File: src/rtl/shift_sequencer_if.sv
// Request/response bundle between the ALU control unit (master) and shift_sequencer (slave).
// Requests are accepted only while busy_o is low; done_o pulses once per completed result.
interface shift_sequencer_if #(
  parameter int WIDTH = 32,
  parameter int SHW   = 5
);
  logic             start_i;
  logic [1:0]       op_i;
  logic [WIDTH-1:0] data_i;
  logic [SHW-1:0]   shamt_i;
  logic             abort_i;
  logic             busy_o;
  logic             done_o;
  logic [WIDTH-1:0] result_o;

  modport master (
    output start_i, op_i, data_i, shamt_i, abort_i,
    input  busy_o, done_o, result_o
  );

  modport slave (
    input  start_i, op_i, data_i, shamt_i, abort_i,
    output busy_o, done_o, result_o
  );
endinterface

File: src/rtl/shift_sequencer.sv
// Multi-cycle SLL/SRL/SRA shifter, up to STEP bits per cycle; done_o ceil(shamt/STEP)+1 cycles after start.
// Requests are dropped while busy_o is high. SHIFT_ROTR_EN turns op 2'b10 into ROTR; otherwise it is SLL.
module shift_sequencer #(
  parameter int WIDTH = 32,
  parameter int STEP  = 2,
  parameter int SHW   = 5
) (
  input  logic               clk,
  input  logic               rst,
  shift_sequencer_if.slave   bus
);

  typedef enum logic [1:0] {
    IDLE  = 2'd0,
    SHIFT = 2'd1,
    DONE  = 2'd2
  } state_t;

  localparam logic [SHW-1:0] STEP_W = SHW'(STEP);

  state_t           state_q;
  logic [WIDTH-1:0] work_q;
  logic [WIDTH-1:0] work_d;
  logic [SHW-1:0]   rem_q;
  logic [SHW-1:0]   rem_d;
  logic [SHW-1:0]   shift_k;
  logic [1:0]       op_q;
  logic [WIDTH-1:0] result_q;
  logic             done_q;

  // SRA keeps the MSB in place, so the MSB of work always equals the latched sign bit.
  function automatic logic [WIDTH-1:0] shift1(input logic [WIDTH-1:0] w, input logic [1:0] op);
    logic [WIDTH-1:0] r;
    case (op)
      2'b01:   r = {1'b0, w[WIDTH-1:1]};
      2'b11:   r = {w[WIDTH-1], w[WIDTH-1:1]};
`ifdef SHIFT_ROTR_EN
      2'b10:   r = {w[0], w[WIDTH-1:1]};
`endif
      default: r = {w[WIDTH-2:0], 1'b0};
    endcase
    return r;
  endfunction

  always_comb begin
    shift_k = (rem_q < STEP_W) ? rem_q : STEP_W;
    work_d  = work_q;
    for (int i = 0; i < STEP; i++) begin
      if (SHW'(i) < shift_k) work_d = shift1(work_d, op_q);
    end
    rem_d = rem_q - shift_k;
  end

  always_ff @(posedge clk or posedge rst) begin
    if (rst) begin
      state_q  <= IDLE;
      work_q   <= '0;
      rem_q    <= '0;
      op_q     <= '0;
      result_q <= '0;
      done_q   <= 1'b0;
    end else begin
      done_q <= 1'b0;
      case (state_q)
        IDLE, DONE: begin
          if (bus.start_i) begin
            work_q <= bus.data_i;
            op_q   <= bus.op_i;
            rem_q  <= bus.shamt_i;
            if (bus.shamt_i == '0) begin
              state_q  <= DONE;
              done_q   <= 1'b1;
              result_q <= bus.data_i;
            end else begin
              state_q <= SHIFT;
            end
          end else begin
            state_q <= IDLE;
          end
        end
        SHIFT: begin
          // Abort wins even on the cycle that would have completed.
          if (bus.abort_i) begin
            state_q <= IDLE;
          end else begin
            work_q <= work_d;
            rem_q  <= rem_d;
            if (rem_d == '0) begin
              state_q  <= DONE;
              done_q   <= 1'b1;
              result_q <= work_d;
            end
          end
        end
        default: state_q <= IDLE;
      endcase
    end
  end

  assign bus.busy_o   = (state_q == SHIFT);
  assign bus.done_o   = done_q;
  assign bus.result_o = result_q;

endmodule

File: src/flat_wrapper.sv
// flat-port wrapper written by rule: the top's interface ports become plain ports
module shift_sequencer_flat 
#(
  parameter int WIDTH = 32,
  parameter int STEP  = 2,
  parameter int SHW   = 5
)
  (clk, rst, bus_start_i, bus_op_i, bus_data_i, bus_shamt_i, bus_abort_i, bus_busy_o, bus_done_o, bus_result_o);
  shift_sequencer_if #(.WIDTH(WIDTH), .SHW(SHW)) bus_i ();
  input  logic clk;
  input  logic rst;
  input wire logic [$bits(bus_i.start_i)-1:0] bus_start_i;
  input wire logic [$bits(bus_i.op_i)-1:0] bus_op_i;
  input wire logic [$bits(bus_i.data_i)-1:0] bus_data_i;
  input wire logic [$bits(bus_i.shamt_i)-1:0] bus_shamt_i;
  input wire logic [$bits(bus_i.abort_i)-1:0] bus_abort_i;
  output wire logic [$bits(bus_i.busy_o)-1:0] bus_busy_o;
  output wire logic [$bits(bus_i.done_o)-1:0] bus_done_o;
  output wire logic [$bits(bus_i.result_o)-1:0] bus_result_o;
  assign bus_i.start_i = bus_start_i;
  assign bus_i.op_i = bus_op_i;
  assign bus_i.data_i = bus_data_i;
  assign bus_i.shamt_i = bus_shamt_i;
  assign bus_i.abort_i = bus_abort_i;
  assign bus_busy_o = bus_i.busy_o;
  assign bus_done_o = bus_i.done_o;
  assign bus_result_o = bus_i.result_o;
  shift_sequencer #(.WIDTH(WIDTH), .STEP(STEP), .SHW(SHW)) u_core (.clk(clk), .rst(rst), .bus(bus_i));
endmodule
File: config.mk
export PLATFORM = sky130hd
export DESIGN_NAME = shift_sequencer_flat
export DESIGN_NICKNAME = d
export VERILOG_FILES = /design/src/rtl/shift_sequencer_if.sv /design/src/rtl/shift_sequencer.sv /design/src/flat_wrapper.sv
export SDC_FILE = /design/constraint.sdc
export NUM_CORES = 1
export LEC_CHECK = 0
export ABC_AREA = 0
export CORE_ASPECT_RATIO = 0.6
export CORE_MARGIN = 5
export CORE_UTILIZATION = 55
export DETAILED_ROUTE_END_ITERATION = 12
export PLACE_DENSITY = 0.83
export SLEW_MARGIN = 20
export SYNTH_ARGS = -nofsm -noshare
export SYNTH_HDL_FRONTEND = slang
export SYNTH_SLANG_ARGS = --single-unit
File: constraint.sdc
create_clock -name clk -period 6.5 [get_ports clk]
set_input_delay 0.65 -clock clk [delete_from_list [all_inputs] [get_ports clk]]
set_output_delay 0.65 -clock clk [all_outputs]
set_load 0.02 [all_outputs]
==> flow_summary_export.csv <==
group,metric,value,unit
placed_design,gp_congestion,0.871,
yosys,synth_cells,487,
placed_design,numPortBuffers,76,
clock_tree,postCtsSetupBuffers,0,
drt,wl_per_cell,17.7,um
yosys,yosysUniqueCellTypes,44,
pwr,p_total,2.98,mW
clock_tree,path_clk_slew,60,ps
placed_design,dp_hpwl,7560,um
clock_tree,cts_buffers,9,
global_route,grt_pass1_vias,3683,
drt,wl,11600,um
pwr,irDropWorstVdd,0.000249,V
worst_setup_path,cp_top_family,"simple AND/OR/NAND/NOR gates",
drt,ant_nets,0,
drt,highest_layer,"met4",
die,dieArea,9910,um^2
pwr,comb_power_share,48.6,%
worst_setup_path,slowest_stage,"or4_1",
finish,num_antenna_cells,0,
worst_hold_path,min_path_type,"flip-flop to flip-flop",
drt,drc,0,
placed_design,dp_cells,638,
drt,drt-met1-wl,5310,um
drt,dr.pass1.iters,5,
yosys,ys_ff_latch,74,
yosys,synth_area,4380,um^2
yosys,avgSynthCellArea,9.00,um^2
timing,drv_slew,0,
clock_tree,htree_num_levels,3,
drt,drt_iter0_markers,403,
timing,setup-tns-final,0,ps
yosys,syn-num-nets,531,
worst_setup_path,cp_cell_sequence,"or4_1 > nand2b_1 > ha_1 > a211o_1 > o21ai_4 > nand3_4 > mux2_1",
pwr,power_frac_seq,33.0,%
worst_setup_path,startpoint_type,"flip-flop",
global_route,grt_max_degree,75,
global_route,gr-total-overflow,0,
timing,final_hold_viol_count,0,
worst_setup_path,crit_required,6720,ps
finish,multi_input_area,2300,um^2
timing,final.min_clock_period,3600,ps
placed_design,placed_cell_area,5170,um^2
die,die_h,79.2,um
timing,worst_slack,2900,ps
timing,worst_pin_slew,1070,ps
worst_setup_path,cp_max_fo,34,
placed_design,preCtsSetupSlack,2620,ps
run,timing.max_cap.violations,0,
die,io_pins,77,
worst_setup_path,worstSetupPathType,"flip-flop to flip-flop",
drt,via_per_inst,5.99,
clock_tree,clockBufferDepth,2,
finish,mostFrequentLayoutCell,"clkdlybuf4s50_1",
yosys,yosys_warnings,0,
pwr,power.density,541,nW/um^2
die,rows,25,
finish,post-route-util,70.3,%
drt,met3_length,952,um
finish,fin_area,5500,um^2
drt,dr_wl_met2,5200,um
clock_tree,postCtsHoldBufs,0,
clock_tree,cts-root-buf,"clkbuf_16",
timing,setup_viol,0,
finish,regArea,1850,um^2
pwr,p_leak,2.48,nW
clock_tree,clock-sinks,74,
pwr,p_sw,1.28,mW
die,start_util,56.1,%
timing,clock-skew-final,6.04,ps
die,dieWidth,125,um
finish,fillers,621,
global_route,antenna_found_initial,0,
drt,vias,3918,
worst_setup_path,cpPeakStageDelay,1010,ps
timing,timing.final.crit_share,55.4,%
pwr,internal-power,1.70,mW
timing,timing.fmax,0.278,GHz
clock_tree,cts_tree,"yes",
run_status,status,"completed",
timing,max_slew_margin,28.5,%
die,core_area,7820,um^2
finish,layout-drive-gt1-share,9.16,%
pwr,p_sw_share,42.9,%
worst_setup_path,cp-end-kind,"flip-flop",
finish,nets,585,
clock_tree,clock_latency,340,ps
clock_tree,ctsResizeCount,0,
timing,rsz0062_at_grt,"no",
finish,fin_cells,654,
worst_setup_path,worstPathArrival,3830,ps
pwr,pwr-share-clk,18.4,%
worst_setup_path,crit_buf_inv,0,
global_route,grtUsageTotal,23.8,%
yosys,ys_seq_area_share,42.2,%
global_route,grt_pass1_wl,18800,um
timing,hold_slack,490,ps
finish,final_cell_mix,"clkdlybuf4s50_1, dfrtp_1, nand2_1",
finish,area_growth,25.5,%
-- area by class of cell --
class,count,area share (%)
timing repair buffer,82,14.6
clock buffer,10,4.34
clock inverter,6,1.62
tap,108,2.46
multi-input combinational,353,41.8
sequential,74,33.7
inverter,21,1.43
-- synthesized netlist by cell type --
library cell | count | area share, %
conb_1 | 1 | 0.086
o21bai_1 | 1 | 0.17
mux2_4 | 7 | 2.4
nor2_1 | 38 | 3.3
a22o_1 | 2 | 0.40
or3_1 | 2 | 0.29
a311oi_1 | 9 | 1.8
o22ai_1 | 13 | 1.9
nor3b_1 | 1 | 0.17
nand3_4 | 1 | 0.40
nor2b_1 | 1 | 0.14
a31oi_1 | 14 | 2.0
mux2_1 | 4 | 1.0
or4_1 | 2 | 0.34
a21o_1 | 5 | 0.86
a211o_1 | 6 | 1.2
inv_1 | 19 | 1.6
nor4_2 | 1 | 0.29
a21oi_1 | 20 | 2.3
and4b_1 | 1 | 0.23
clkbuf_1 | 27 | 2.3
buf_2 | 10 | 1.1
nand4_1 | 1 | 0.14
o21ai_0 | 34 | 3.9
o22a_1 | 2 | 0.40
o21ai_4 | 1 | 0.37
nor3_1 | 3 | 0.34
dfrtp_1 | 74 | 42
inv_2 | 2 | 0.17
mux2i_1 | 43 | 9.8
nand2_1 | 58 | 5.0
mux2_2 | 12 | 3.1
or2_1 | 1 | 0.14
ha_1 | 1 | 0.29
a21boi_0 | 4 | 0.68
o2bb2ai_1 | 5 | 1.0
a2111oi_0 | 1 | 0.20
o21ai_1 | 27 | 3.1
nand2b_1 | 20 | 2.9
o31a_1 | 1 | 0.20
a211oi_1 | 7 | 1.2
buf_1 | 1 | 0.086
buf_6 | 1 | 0.26
nand3_1 | 3 | 0.34
-- cells by family after synthesis --
| logic type | share of synthesized area [%] |
|---|---|
| compound gates | 21.6 |
| fa+ha+maj | 0.285 |
| buf+inv | 5.59 |
| flops | 42.2 |
| mux | 16.3 |
| other cells | 0.0855 |
| simple gates | 13.9 |
-- power by group through the flow --
stage	sequential, mW	clock (mW)	combinational, mW
6_report	0.982	0.547	1.45
5_1_grt	1.02	0.576	1.58
4_1_cts	0.973	0.556	1.45
3_5_place_dp	0.974	0	1.43
3_3_place_gp	0.958	0	1.38
2_1_floorplan	0.985	0	0.935
-- final timing paths --
kind	depth (start not counted)	startpoint	endpoint	slack, ps
worst max-delay path	7	u_core.rem_q[2]$_DFFE_PP0P_	u_core.bus.result_o[31]$_DFFE_PP0P_	2900
worst min-delay path	1	u_core.bus.result_o[1]$_DFFE_PP0P_	u_core.bus.result_o[1]$_DFFE_PP0P_	490
worst max register to register	7	u_core.rem_q[2]$_DFFE_PP0P_	u_core.bus.result_o[31]$_DFFE_PP0P_	2900
worst min register to register	1	u_core.bus.result_o[1]$_DFFE_PP0P_	u_core.bus.result_o[1]$_DFFE_PP0P_	490
max in group asynchronous	3	rst	u_core.op_q[0]$_DFFE_PP0P_	4930
min in group asynchronous	3	rst	u_core.rem_q[3]$_DFFE_PP0P_	910
-- state kept, by name, summed over array words and instances, names as in the netlist --
register and flops:
u_core.rem_q 5, u_core.op_q 2, u_core.work_q 32, u_core.state_q 2, u_core.bus.done_o 1, u_core.bus.result_o 32
-- layer usage --
| metal | track usage, % | up-vias |
|---|---|---|
| met5 | 0 | - |
| met4 | 6.17 | 0 |
| met3 | 7.19 | 10 |
| met2 | 36.0 | 173 |
| met1 | 33.7 | 1889 |
| li1 | - | 1846 |
Power figures use the tool's default switching activity.
